[src/rtl/medidor_faixa_uc.sv]
// Control unit for the range-measuring game: periodic measurement, "XYZ#" transmission,
// target window per level and level advance on hits. Optional macro RANDOM_FAIXA_EN.
module medidor_faixa_uc #(
  parameter int NUM_NIVEIS     = 4,
  parameter int TIMEOUT_MEDIDA = 3_000_000
) (
  input  logic        clock,
  input  logic        reset,
  input  logic        iniciar,
  input  logic        fim_time,
  input  logic        pronto_medida,
  input  logic        pronto_tx,
  input  logic        is_ultimo_char,
  input  logic        fim_3sec,
  output logic        zera,
  output logic        zera_time,
  output logic        conta_time,
  output logic        mensurar,
  output logic        partida_tx,
  output logic        zera_char,
  output logic        conta_prox_char,
  output logic [11:0] upperL,
  output logic [11:0] lowerL,
  output logic [1:0]  nivel,
  output logic        pronto,
  output logic        timeout,
  output logic [3:0]  db_estado
);

  typedef enum logic [3:0] {
    INICIAL     = 4'h0,
    PREPARA     = 4'h1,
    ESPERA      = 4'h2,
    MEDE        = 4'h3,
    AGUARDA_MED = 4'h4,
    TRANSMITE   = 4'h5,
    AGUARDA_TX  = 4'h6,
    PROX_CHAR   = 4'h7,
    VERIFICA    = 4'h8,
    ACERTO      = 4'h9,
    FIM         = 4'hA
  } estado_t;

  localparam int              TMO_W        = (TIMEOUT_MEDIDA > 1) ? $clog2(TIMEOUT_MEDIDA) : 1;
  localparam logic [TMO_W-1:0] TMO_MAX      = TMO_W'(TIMEOUT_MEDIDA - 1);
  localparam logic [1:0]       ULTIMO_NIVEL = 2'(NUM_NIVEIS - 1);

  estado_t          estado;
  estado_t          estado_d;
  logic             tmo_d;
  logic             erro_d;
  logic             acerto_pend;
  logic [TMO_W-1:0] tmo_cnt;
  logic [1:0]       indice;

  // BCD cm window per table index, packed as {upper, lower}.
  function automatic logic [23:0] janela(input logic [1:0] i);
    case (i)
      2'd0:    janela = {12'h030, 12'h010};
      2'd1:    janela = {12'h055, 12'h040};
      2'd2:    janela = {12'h028, 12'h020};
      default: janela = {12'h064, 12'h060};
    endcase
  endfunction

  assign {upperL, lowerL} = janela(indice);
  assign db_estado        = estado;

  always_comb begin
    // NOTE: every signal written here gets a default first, so no path can infer a latch.
    estado_d = estado;
    tmo_d    = 1'b0;
    erro_d   = 1'b0;
    case (estado)
      INICIAL:     if (iniciar) estado_d = PREPARA;
      PREPARA:     estado_d = ESPERA;
      ESPERA:      if (fim_time) estado_d = MEDE;
      MEDE:        estado_d = AGUARDA_MED;
      AGUARDA_MED: begin
        if (pronto_medida) begin
          estado_d = TRANSMITE;
        end else if (tmo_cnt == TMO_MAX) begin
          estado_d = ESPERA;
          tmo_d    = 1'b1;
        end
      end
      TRANSMITE:   estado_d = AGUARDA_TX;
      AGUARDA_TX:  if (pronto_tx) estado_d = is_ultimo_char ? VERIFICA : PROX_CHAR;
      PROX_CHAR:   estado_d = TRANSMITE;
      VERIFICA: begin
        if (acerto_pend) begin
          estado_d = ACERTO;
        end else begin
          estado_d = ESPERA;
          erro_d   = 1'b1;
        end
      end
      ACERTO:      estado_d = (nivel == ULTIMO_NIVEL) ? FIM : ESPERA;
      FIM:         if (iniciar) estado_d = PREPARA;
      default:     estado_d = INICIAL;
    endcase
  end

  // Outputs are registered from the next state, so each strobe is aligned with its state
  // and transition strobes (timeout, miss clear) land in the first cycle of the target.
  always_ff @(posedge clock or negedge reset) begin
    if (!reset) begin
      estado          <= INICIAL;
      zera            <= 1'b0;
      zera_time       <= 1'b0;
      conta_time      <= 1'b0;
      mensurar        <= 1'b0;
      partida_tx      <= 1'b0;
      zera_char       <= 1'b0;
      conta_prox_char <= 1'b0;
      pronto          <= 1'b0;
      timeout         <= 1'b0;
      nivel           <= 2'd0;
      acerto_pend     <= 1'b0;
      tmo_cnt         <= '0;
    end else begin
      // NOTE: sequential state uses non-blocking assignments so all registers update together.
      estado          <= estado_d;
      zera            <= (estado_d == PREPARA);
      zera_time       <= (estado_d == PREPARA) || (estado_d == ACERTO) || tmo_d || erro_d;
      conta_time      <= (estado_d == ESPERA);
      mensurar        <= (estado_d == MEDE);
      partida_tx      <= (estado_d == TRANSMITE);
      zera_char       <= (estado_d == PREPARA) || (estado_d == VERIFICA);
      conta_prox_char <= (estado_d == PROX_CHAR);
      pronto          <= (estado_d == FIM);
      timeout         <= tmo_d;

      if (estado == MEDE) begin
        tmo_cnt <= '0;
      end else if (estado == AGUARDA_MED) begin
        tmo_cnt <= tmo_cnt + 1'b1;
      end

      if (estado == FIM && iniciar) begin
        nivel <= 2'd0;
      end else if (estado == ACERTO && nivel != ULTIMO_NIVEL) begin
        nivel <= nivel + 2'd1;
      end

      // Sticky hit: a late fim_3sec pulse survives until VERIFICA, and a set beats the clear.
      if (fim_3sec && estado != INICIAL && estado != PREPARA && estado != FIM) begin
        acerto_pend <= 1'b1;
      end else if (estado == ACERTO || estado == PREPARA) begin
        acerto_pend <= 1'b0;
      end
    end
  end

`ifdef RANDOM_FAIXA_EN
  logic [7:0] lfsr;
  logic [1:0] sorteio;

  // x^8+x^6+x^5+x^4+1, maximal length, so a nonzero seed never reaches 0x00.
  always_ff @(posedge clock or negedge reset) begin
    if (!reset) begin
      lfsr <= 8'h01;
    end else begin
      lfsr <= {lfsr[6:0], lfsr[7] ^ lfsr[5] ^ lfsr[4] ^ lfsr[3]};
    end
  end

  assign sorteio = (lfsr[1:0] == indice) ? indice + 2'd1 : lfsr[1:0];

  always_ff @(posedge clock or negedge reset) begin
    if (!reset) begin
      indice <= 2'd0;
    end else if (estado == ACERTO) begin
      indice <= sorteio;
    end
  end
`else
  assign indice = nivel;
`endif

endmodule

[config.mk]
export PLATFORM = sky130hd
export DESIGN_NAME = medidor_faixa_uc
export DESIGN_NICKNAME = d
export VERILOG_FILES = /design/src/rtl/medidor_faixa_uc.sv
export SDC_FILE = /design/constraint.sdc
export NUM_CORES = 1
export LEC_CHECK = 0
export BUFFER_PORTS_ARGS = -buffer_cell sky130_fd_sc_hd__buf_2
export CAP_MARGIN = 20
export CELL_PAD_IN_SITES_DETAIL_PLACEMENT = 2
export CELL_PAD_IN_SITES_GLOBAL_PLACEMENT = 2
export CORE_MARGIN = 1.5
export CORE_UTILIZATION = 32
export CTS_BUF_LIST = sky130_fd_sc_hd__clkbuf_4 sky130_fd_sc_hd__clkbuf_8
export DETAILED_ROUTE_END_ITERATION = 12
export PLACE_DENSITY = 0.77
export SKIP_LAST_GASP = 1
export SLEW_MARGIN = 20
export SYNTH_ARGS = -nofsm -noshare
export SYNTH_HDL_FRONTEND = slang
export SYNTH_SLANG_ARGS = --single-unit
[constraint.sdc]
create_clock -name clock -period 5.1 [get_ports clock]
set_clock_uncertainty 0.15 [all_clocks]
set_input_delay 0.255 -clock clock [delete_from_list [all_inputs] [get_ports clock]]
set_output_delay 0.255 -clock clock [all_outputs]
set_load 0.01 [all_outputs]
* Yosys cells after proc, flatten, opt, wreduce, memory -nomap -nowiden
Cells that the tools add are included.
Cells by class: $add $sub $neg 2, eq/ne operators 25, muxes and demuxes 21, reduce and logical (&&, ||, !) cells 17
Operators with widths (number):
- $pmux W19 S3 | 1
- $mux W22 | 2
- $pmux W4 S10 | 1
- $mux W4 | 8
- $eq A4 B3 Y1 const B | 6
- $eq A4 B4 Y1 const B | 6
- $add A22 B1 Y22 const B | 1
- $eq A22 B22 Y1 const B | 1
- $eq A4 B2 Y1 const B | 4
- $eq A4 B1 Y1 const B | 2
- $mux W1 | 7
- $reduce_bool A2 Y1 | 3
- $logic_and A1 B1 Y1 | 5
- $logic_or A1 B1 Y1 | 5
- $eq A2 B2 Y1 const B | 2
- $logic_not A4 Y1 | 1
- $mux W2 | 2
- $ne A4 B1 Y1 const B | 1
- $ne A4 B4 Y1 const B | 1
- $reduce_bool A4 Y1 | 1
- $add A2 B1 Y2 const B | 1
- $eq A2 B1 Y1 const B | 1
- $logic_not A2 Y1 | 1
- $ne A2 B2 Y1 const B | 1
- $reduce_or A2 Y1 | 1
Storage, ports and cells: register bits 38, output and inout bits 39

* Logic depth before layout (Yosys ltp)
Gate-level depths: netlist of the first run.
word-level depth 8, mapped depth 6, mapped depth without buffers 5

* Worst setup path before layout of the first run
OpenSTA, ideal clock, no wires.
path type reg-to-reg, from reg estado[3], in the netlist db_estado[3], to reg tmo_cnt[20], setup time 0.078 ns, arrival 1.917 ns, required time 4.872 ns, slack 2.955 ns, stages on the path, launching flop included 6, path buffers 1, clock period less this slack 2.145 ns, cell sequence dfrtp_1 > nor4b_4 > nand4_1 > buf_2 > or4_1 > a21oi_1
Between the ends: longest elaborated chain between the ends 2
RTL lines:
- start: declaration | RTL line 48 | estado_t estado;
- start signal: assignment | RTL line 123 | estado <= estado_d;
- $eq A4 B2 Y1 or $eq A4 B3 Y1 (tied branches) | RTL line 134, 136
- $mux W22 or $reduce_bool A2 Y1 (tied branches)
- end signal: assignment | RTL line 137 | tmo_cnt <= tmo_cnt + 1'b1;
- end: declaration | RTL line 53 | logic [TMO_W-1:0] tmo_cnt;
Parallel ways exist; a longest one is shown, timed or not. A chain may end at the register's enable or synchronous reset.

* Worst setup path after layout of the first run
from reg estado[1], in the netlist db_estado[1], to reg tmo_cnt[20]
Same word-level chain as after synthesis.

==> results of run 1 <==
==> cell families (layout without fill, tap and decap cells) <==
logic type	Yosys count	in the layout	synth area share (%)
mux	2	2	0.887
other cells	1	15	0.166
simple gates	105	105	28.1
fa+ha+maj	6	6	3.33
flops	38	38	42.2
buf+inv	42	54	9.93
compound gates	43	43	12.0
xor+xnor	9	9	3.49
==> through the flow <==
| stage | power, uW | utilization [%] | area, um^2 | worst slack [ns] | hold slack, ns |
|---|---|---|---|---|---|
| after floorplan | 694 | - | 2310 | 2.95 | -0.191 |
| after global placement | 809 | 35.8 | 2430 | 2.38 | 0.279 |
| after global routing | 1150 | 37.5 | 2550 | 2.07 | 0.0461 |
| after detailed placement | 825 | 35.8 | 2430 | 2.26 | 0.289 |
| final | 1080 | 37.5 | 2550 | 2.27 | 0.0517 |
| after CTS | 1090 | 37.5 | 2550 | 2.25 | 0.0437 |
==> path summary, 6_finish.rpt <==
| kind | startpoint | to | cells past startpoint |
|---|---|---|---|
| hold / removal | fim_3sec | acerto_pend | 2 |
| hold reg to reg | tmo_cnt[16] | tmo_cnt[16] | 2 |
| max in group asynchronous | reset | nivel[0] | 2 |
| min in group asynchronous | reset | tmo_cnt[12] | 2 |
| setup reg to reg | db_estado[1] | tmo_cnt[20] | 4 |
| setup / recovery | db_estado[1] | tmo_cnt[20] | 4 |
==> layout make-up <==
| cell class | count | area [um^2] | area share (%) |
|---|---|---|---|
| Multi-Input combinational cell | 180 | 1150 | 45.0 |
| Sequential cell | 38 | 951 | 37.3 |
| Timing Repair Buffer | 33 | 173 | 6.77 |
| Tap cell | 96 | 120 | 4.71 |
| Clock buffer | 5 | 68.8 | 2.70 |
| Inverter | 13 | 48.8 | 1.91 |
| Clock inverter | 3 | 40.0 | 1.57 |
==> worst max-delay path, delay by kind of cell, from the launching register on <==
family / cells / cell delay [ns]
compound gates: 1 / 0.17
simple gates: 3 / 1.78
flops: 1 / 0.64
==> flip-flops by register name, summed over array words and instances, names as in the netlist <==
register and cells:
pronto 1, conta_prox_char 1, partida_tx 1, tmo_cnt 22, db_estado 4, conta_time 1
zera_char 1, mensurar 1, nivel 2, timeout 1, acerto_pend 1, zera_time 1
zera 1
==> cells in the mapped netlist (all sizes together) (6+ instances only) <==
master,n
a21oi,14
buf,19
clkbuf,10
dfrtp,38
ha,6
inv,13
nand2,15
nand3,16
nand4,10
nor2,15
o21ai,9
or2,6
==> power by group <==
group | internal [uW] | switching (uW)
registers | 349 | 100
logic | 161 | 210
clock network | 144 | 111
total | 654 | 421
==> layer usage <==
metal  global-route usage, %  vias to the layer above  share of wire, %
met5                       0                        -                 0
met4                    5.28                        0               1.0
met3                    2.75                        5               3.4
met2                    28.6                       44                48
met1                    22.9                      966                48
li1                        -                      893                 -
==> what timing repair did <==
item,CTS,global route
endpoints found under the hold margin,38,0
hold buffers,1,0
setup endpoints to repair,0,0
==> key figures, run 1 <==
Run status
  • Result of the run: finished clean

Clocking
  • CTS sink count: 38
  • TritonCTS clock tree: built
  • Max Buffers Root-to-Sink: 2
  • Cells resized by post-CTS repair: 0
  • Total clock buffers created by CTS: 5
  • Worst-path clk slew: 0.08 ns
  • CTS HTree Levels: 2
  • Buffers inserted by post-CTS timing repair: 0
  • Insertion delay of the later-clocked pin in the worst-skew pair: 0.29 ns
  • Clock Root Buffer: sky130_fd_sc_hd__clkbuf_8

Floorplanning
  • Number of top-level design ports: 47
  • Total number of placement rows: 30
  • Horizontal extent of the die: 87.0 um
  • Die Outline Area: 7560 um^2
  • Starting density of the core: 33.2%
  • Area inside the core boundary: 6790 um^2
  • Die Ht: 87.0 um

Routing
  • Via count: 1908
  • Starting DRC count in detailed routing: 59
  • Routed WL: 6030 um
  • Vias per Instance: 5.18
  • Number of design rule violations left after detail routing: 0
  • Routed length per placed instance: 16.4 um
  • Detailed Routing Iterations Pass 1: 4
  • Post-DRT Antenna Nets: 0

Global routing
  • Total track usage: 17.2%
  • Pin count of the biggest net entering global routing: 39
  • Antenna violations before repair: 0
  • Aggregate global routing overflow: 0
  • Global-route wire length before repair: 10100 um
  • Via count of the first global-routing pass: 2024

Finish
  • Ant. Diodes: 0
  • # nets final: 285
  • Filler Cell Count: 764
  • Most common cell after layout, fill and taps aside: sky130_fd_sc_hd__dfrtp_1
  • Area growth from synthesis to layout: 13.0%
  • Commonest cells after routing, fill and taps aside: sky130_fd_sc_hd__dfrtp_1, sky130_fd_sc_hd__buf_2, sky130_fd_sc_hd__nand3_1
  • Fin cells: 368
  • Layout cells sized above 1: 19.1%

Timing
  • Setup-violating endpoint count in the final report: 0
  • Final worst path period need: 2.83 ns
  • Fmax: 0.354 GHz
  • Unrepaired setup endpoints after global routing: no
  • Portion of the clock cycle consumed by the worst path in the final layout: 55.4%
  • Total negative setup slack: 0 ns
  • Slew of the pin with the lowest slew margin: 0.862 ns
  • Pins over their slew limit: 0
  • Final count of hold timing violations: 0
  • Max-slew headroom: 42.5%

Yosys
  • Synthesized area per cell: 9.17 um^2
  • Number of synthesized flops with an enable pin: 0
  • Number of instances in the synthesized netlist: 246
  • Main flop type after synthesis: sky130_fd_sc_hd__dfrtp_1
  • Leading cell types by total area after synthesis: sky130_fd_sc_hd__dfrtp_1, sky130_fd_sc_hd__buf_4, sky130_fd_sc_hd__nand3_1, sky130_fd_sc_hd__ha_1, sky130_fd_sc_hd__a21oi_1
  • Area share of the largest cell type after synthesis: 42.2%
  • Mapped Area: 2260 um^2
  • Synthesis Warnings: 0
  • Register area share after synthesis: 42.2%
  • Synth Register Bits: 38
  • Count of unique library cells instantiated by Yosys: 48
  • Cell type contributing the most total cell area after synthesis: sky130_fd_sc_hd__dfrtp_1
  • Async set-reset flop share out of synthesis: 100%

Worst setup path
  • Kind of capture point of the worst setup path: flip-flop
  • Critical Path Slowest Stage Cell: sky130_fd_sc_hd__nor4b_4
  • Critical path type: flip-flop to flip-flop
  • Minimum setup slack among reg-to-reg paths: 2.27 ns
  • Startpoint type of the worst setup path: flip-flop
  • CP Max Fanout: 21
  • Critical path arrival: 2.90 ns
  • Worst stage delay on the critical path: 0.66 ns
  • Worst path required time: 5.17 ns
  • Critical path, cell by cell: nor4b_4 -> nand4_1 -> or4_1 -> a21oi_1

Power
  • LEAKAGE: 0.00121 uW
  • IR drop worst, VDD: 0.245 mV
  • Power density cells: 422 nW/um^2

Place
  • Number of input and output port buffers inserted: 31
  • Routability cong.: 0.755
  • DP HPWL: 4340 um
  • Placed instance count: 359

Min path
  • Hold/Removal Path Class: input port to flip-flop

Flow run
  • Max Cap Viol: 0
(Power assumes the default switching activity.)
==> run 2: changes to the inputs <==
- ABC_AREA: unset -> 1
- PLACE_DENSITY: 0.77 -> 0.81
- clock period: 5.1 -> 2.7 ns (I/O delays scaled with it)
==> key figures, run 2 <==
Finish
  • Most common cell after layout, fill and taps aside: sky130_fd_sc_hd__nand2_1
  • Footprint of the flip-flops and latches: 951 um^2
  • Layout cells sized above 1: 21.2%
  • Commonest cells after routing, fill and taps aside: sky130_fd_sc_hd__nand2_1, sky130_fd_sc_hd__inv_1, sky130_fd_sc_hd__dfrtp_1
  • Area growth from synthesis to layout: 13.7%
  • Ant. Diodes: 0
  • Register with the most flip-flops: tmo_cnt
  • Area taken by multi-input logic gates: 1240 um^2
  • # nets final: 385
  • Number of flip-flops under the largest register name: 22
  • Filler Cell Count: 908

Yosys
  • Number of instances in the synthesized netlist: 334
  • Area share of the largest cell type after synthesis: 38.2%
  • Mapped Area: 2490 um^2
  • Number of synthesized flops with an enable pin: 0
  • Count of unique library cells instantiated by Yosys: 34
  • Async set-reset flop share out of synthesis: 100%
  • Cell type contributing the most total cell area after synthesis: sky130_fd_sc_hd__dfrtp_1
  • Synthesized area per cell: 7.46 um^2
  • Synth Register Bits: 38
  • Main flop type after synthesis: sky130_fd_sc_hd__dfrtp_1
  • Register area share after synthesis: 38.2%
  • Leading cell types by total area after synthesis: sky130_fd_sc_hd__dfrtp_1, sky130_fd_sc_hd__nand2_1, sky130_fd_sc_hd__inv_1, sky130_fd_sc_hd__buf_4, sky130_fd_sc_hd__nor2_1
  • Most common cell in the netlist: sky130_fd_sc_hd__nand2_1
  • Synthesis Warnings: 0
  • Top cell types by occurrence after synthesis: sky130_fd_sc_hd__nand2_1, sky130_fd_sc_hd__inv_1, sky130_fd_sc_hd__dfrtp_1

Worst setup path
  • Critical path type: flip-flop to flip-flop
  • Critical path, cell by cell: nor2_1 -> nand2_1 -> nand2_1 -> nand3b_1 -> o21ai_1 -> a21oi_1
  • Worst path required time: 2.72 ns
  • Startpoint type of the worst setup path: flip-flop
  • Critical Path Slowest Stage Cell: sky130_fd_sc_hd__dfrtp_1
  • CP Buf/Inv Count: 0
  • Worst stage delay on the critical path: 0.46 ns
  • CP Max Fanout: 12
  • Kind of capture point of the worst setup path: flip-flop
  • Critical path's top delay family: simple AND/OR/NAND/NOR gates
  • Most frequent cell on the critical path: sky130_fd_sc_hd__nand2_1
  • Critical path arrival: 1.89 ns

Clocking
  • TritonCTS clock tree: built
  • Insertion delay of the later-clocked pin in the worst-skew pair: 0.29 ns
  • Clock Root Buffer: sky130_fd_sc_hd__clkbuf_8
  • Cells resized by post-CTS repair: 0
  • CTS HTree Levels: 2
  • Max Buffers Root-to-Sink: 2
  • Total clock buffers created by CTS: 5
  • CTS sink count: 38
  • Worst-path clk slew: 0.08 ns

Timing
  • Portion of the clock cycle consumed by the worst path in the final layout: 69.0%
  • Setup-violating endpoint count in the final report: 0
  • Unrepaired setup endpoints after global routing: no
  • Pins over their slew limit: 0
  • Fmax: 0.537 GHz
  • Slew of the pin with the lowest slew margin: 0.900 ns
  • Max-slew headroom: 40.0%
  • Total negative setup slack: 0 ns
  • Final worst path period need: 1.86 ns
  • Final count of hold timing violations: 0

Floorplanning
  • Total number of placement rows: 31
  • Die Outline Area: 8330 um^2
  • Number of top-level design ports: 47
  • Die Ht: 91.3 um
  • Area inside the core boundary: 7410 um^2
  • Starting density of the core: 33.6%
  • Horizontal extent of the die: 91.3 um

Routing
  • Number of design rule violations left after detail routing: 0
  • Vias per Instance: 4.80
  • Routed WL: 7140 um
  • Starting DRC count in detailed routing: 73
  • Routed length per placed instance: 15.2 um
  • Detailed Routing Iterations Pass 1: 4
  • Post-DRT Antenna Nets: 0
  • Via count: 2263

Power
  • Power consumption: 2060 uW
  • LEAKAGE: 0.00153 uW
  • Power density cells: 728 nW/um^2
  • IR drop worst, VDD: 0.208 mV

Global routing
  • Pin count of the biggest net entering global routing: 39
  • Global-route wire length before repair: 12300 um
  • Via count of the first global-routing pass: 2483
  • Antenna violations before repair: 0
  • Aggregate global routing overflow: 0
  • Total track usage: 18.5%

Place
  • Number of input and output port buffers inserted: 31
  • DP HPWL: 5550 um
  • Routability cong.: 0.812

Flow run
  • Max Cap Viol: 0

Min path
  • Hold/Removal Path Class: input port to flip-flop

Run status
  • Result of the run: finished clean
## run 2: changes by cell type after synthesis, moves of 6 or more
cell	change
sky130_fd_sc_hd__inv_2	+7
sky130_fd_sc_hd__clkbuf_1	-10
sky130_fd_sc_hd__nor2_4	+7
sky130_fd_sc_hd__a21oi_1	-6
sky130_fd_sc_hd__nor2_1	+22
sky130_fd_sc_hd__nand2_1	+66
sky130_fd_sc_hd__nand4_1	+6
sky130_fd_sc_hd__nand2_2	+6
sky130_fd_sc_hd__inv_1	+31
## run 2: cells by family after synthesis
kind of cell	synth area share, %
and+or+nand+nor	37.8
buffers and inverters	14.0
DFF	38.2
AOI/OAI and AO/OA	6.88
adders and majority gates	3.01
other	0.150
## run 2: metal layers
metal | vias up | GRT usage [%] | share of wire, %
met3 | 7 | 2.18 | 2.3
met2 | 37 | 33.3 | 51
li1 | 1094 | - | -
met1 | 1125 | 22.9 | 45
met4 | 0 | 5.47 | 1.1
met5 | - | 0 | 0
## run 2: final timing paths
path / from / end / slack (ns) / depth (start not counted)
worst max-delay path: db_estado[3] / tmo_cnt[7] / 0.84 / 6
worst min-delay path: pronto_tx / zera_char / 0.003 / 3
worst max register to register: db_estado[3] / tmo_cnt[7] / 0.84 / 6
worst min register to register: tmo_cnt[20] / tmo_cnt[20] / 0.41 / 2
max in group asynchronous: reset / db_estado[2] / 1.48 / 2
min in group asynchronous: reset / tmo_cnt[13] / 0.36 / 2
## run 2: stage by stage
stage	util, %	worst slack (ns)	area (um^2)	hold WS [ns]	std cells
after floorplan	-	1.17	2540	-0.311	348
after global placement	36.2	0.949	2680	0.156	459
after detailed placement	36.2	0.832	2680	0.171	459
after CTS	38.2	0.828	2830	0.00122	471
after global routing	38.2	0.646	2830	0.0206	471
final	38.2	0.837	2830	0.00346	471
## run 2: worst register-to-register path, stage by stage, from the launching register on
cell	delay (ns)
sky130_fd_sc_hd__dfrtp_1	0.46
sky130_fd_sc_hd__nor2_1	0.29
sky130_fd_sc_hd__nand2_1	0.13
sky130_fd_sc_hd__nand2_1	0.35
sky130_fd_sc_hd__nand3b_1	0.17
sky130_fd_sc_hd__o21ai_1	0.14
sky130_fd_sc_hd__a21oi_1	0.07
## run 2: final cells by class
type	instances	area share [%]
clock buffer	5	2.43
clock inverter	3	1.41
inverter	53	7.11
multi-input combinational	237	43.9
sequential	38	33.6
tap	99	4.37
timing repair buffer	36	7.16
## run 2: power by group
group / total [uW] / internal (uW) / switching, uW
clock: 482 / 272 / 210
combinational: 823 / 263 / 560
sequential: 757 / 663 / 94.8
total: 2060 / 1200 / 865
## run 2: what timing repair did
action / 4_1_cts / 5_1_grt
setup buffers: 0 / 0
hold endpoints to repair: 41 / 0
hold buffers: 4 / 0
==> run 3: changes to the inputs <==
- CORE_UTILIZATION: 32 -> 29
- PLACE_DENSITY: 0.81 -> 0.77
- clock period: 2.7 -> 1.6 ns (I/O delays scaled with it)
==> key figures, run 3 (synthesized netlist as in run 2, its figures left out) <==
Routing
  • Number of design rule violations left after detail routing: 0
  • Post-DRT Antenna Nets: 0
  • Detailed Routing Iterations Pass 1: 4
  • Vias per Instance: 4.83
  • Routed WL: 10700 um
  • Starting DRC count in detailed routing: 62
  • Via count: 2545
  • Routed length per placed instance: 20.2 um

Worst setup path
  • CP Max Fanout: 5
  • Critical path arrival: 1.82 ns
  • Critical Path Slowest Stage Cell: sky130_fd_sc_hd__dfrtp_1
  • Kind of capture point of the worst setup path: flip-flop
  • Worst stage delay on the critical path: 0.43 ns
  • Count of cells along the worst register-to-register path: 8
  • Worst path required time: 1.65 ns
  • Critical path type: flip-flop to flip-flop
  • Critical path, cell by cell: ha_2 -> nand3_4 -> nor2_4 -> buf_4 -> nand3_1 -> nand2_1 -> nand4_1 -> o21ai_0
  • Startpoint type of the worst setup path: flip-flop

Global routing
  • Via count of the first global-routing pass: 2656
  • Aggregate global routing overflow: 0
  • Total track usage: 19.9%
  • Global-route wire length before repair: 13700 um
  • Antenna violations before repair: 0
  • Pin count of the biggest net entering global routing: 22

Timing
  • Fmax: 0.563 GHz
  • Unrepaired setup endpoints after global routing: yes
  • Setup-violating endpoint count in the final report: 26
  • Final worst path period need: 1.78 ns
  • Pins over their slew limit: 0
  • Portion of the clock cycle consumed by the worst path in the final layout: 111%
  • Setup WS post-layout: -0.176 ns
  • Final count of hold timing violations: 0

Clocking
  • Worst-path clk slew: 0.11 ns
  • Total clock buffers created by CTS: 5
  • Max Buffers Root-to-Sink: 2
  • Clock Root Buffer: sky130_fd_sc_hd__clkbuf_8
  • TritonCTS clock tree: built
  • CTS sink count: 38
  • CTS HTree Levels: 2
  • Insertion delay of the later-clocked pin in the worst-skew pair: 0.32 ns

Floorplanning
  • Area inside the core boundary: 8260 um^2
  • Starting density of the core: 30.2%
  • Horizontal extent of the die: 95.7 um
  • Number of top-level design ports: 47
  • Total number of placement rows: 33
  • Die Outline Area: 9160 um^2
  • Die Ht: 95.7 um

Finish
  • Ant. Diodes: 0
  • # nets final: 435
  • Number of flip-flops under the largest register name: 22
  • Layout cells sized above 1: 44.5%
  • Commonest cells after routing, fill and taps aside: sky130_fd_sc_hd__nand2_1, sky130_fd_sc_hd__buf_4, sky130_fd_sc_hd__inv_1
  • Filler Cell Count: 970
  • Most common cell after layout, fill and taps aside: sky130_fd_sc_hd__nand2_1
  • Finished Core Util: 43.2%
  • Fin cells: 527
  • Area taken by multi-input logic gates: 1480 um^2
  • Register with the most flip-flops: tmo_cnt
  • Area growth from synthesis to layout: 43.0%
  • Footprint of the flip-flops and latches: 965 um^2

Power
  • LEAKAGE: 0.00182 uW
  • Power density cells: 1330 nW/um^2
  • Power consumption: 4740 uW
  • IR drop worst, VDD: 0.502 mV

Run status
  • Result of the run: finished with violations
  • Failing checks: setup timing

Place
  • Placed instance count: 492
  • Routability cong.: 0.821
  • DP HPWL: 6100 um
  • Number of input and output port buffers inserted: 31

Flow run
  • Max Cap Viol: 0

Min path
  • Cell depth of the worst hold path: 4
  • Hold/Removal Path Class: input port to flip-flop
==> run 3: changes by cell type in the layout (fill, tap and decap cells not counted), sizes merged <==
cell / before / now
buf: 32 / 81
dlygate4sd3: 4 / 5
clkinvlp: 0 / 1
inv: 52 / 51
==> run 3: final timing paths <==
check / from / end / slack [ns]
worst max-delay path: tmo_cnt[1] / tmo_cnt[14] / -0.18
worst min-delay path: iniciar / nivel[0] / 0.05
worst max register to register: tmo_cnt[1] / tmo_cnt[14] / -0.18
worst min register to register: tmo_cnt[16] / tmo_cnt[16] / 0.46
max in group asynchronous: reset / db_estado[1] / 0.70
min in group asynchronous: reset / tmo_cnt[18] / 0.07
==> run 3: final cells by class <==
cell class | count | share of cell area, %
multi-input cells | 237 | 41.5
repair buffers | 86 | 18.6
clock inverters | 3 | 1.12
inverters | 53 | 6.11
flip-flops and latches | 38 | 27.1
well taps | 105 | 3.69
clock buffers | 5 | 1.93
==> run 3: metrics by stage <==
stage               cell area [um^2]  TNS (ns)  setup WS (ns)  hold WS (ns)
floorplan                       2540         0         0.0666        -0.366
global placement                2920  -0.00546       -0.00546       -0.0981
detailed placement              2920    -0.207        -0.0571       -0.0977
CTS                             3250    -0.154        -0.0276        0.0488
global route                    3560     -3.46         -0.238        0.0656
finish                          3560     -1.35         -0.176        0.0472
==> run 3: worst max-delay path, delay by kind of cell (launching register included) <==
kind | cells | cell delay (ns)
flip-flops | 1 | 0.43
buffers and inverters | 1 | 0.16
adder cells (fa/ha/maj) | 1 | 0.26
AND/OR/NAND/NOR | 5 | 0.51
AO/OA/AOI/OAI | 1 | 0.14
==> run 3: repair_timing <==
action,4_1_cts,5_1_grt
hold buffers,5,0
setup buffers,8,15
endpoints found under the setup margin,19,35
endpoints found under the hold margin,41,0
pin swaps,3,16
resized for setup,34,66
==> run 3: power breakdown <==
part	switching [uW]	internal (uW)	total [uW]
Clock	427	461	888
Combinational	1440	1060	2500
Sequential	222	1130	1350
==> run 3: per-layer routing <==
metal	global-route usage (%)	share of wire (%)	vias to the layer above
met5	0	0	-
met4	4.90	2.0	0
met3	2.37	3.3	15
met2	36.7	52	57
met1	24.4	43	1279
li1	-	-	1194
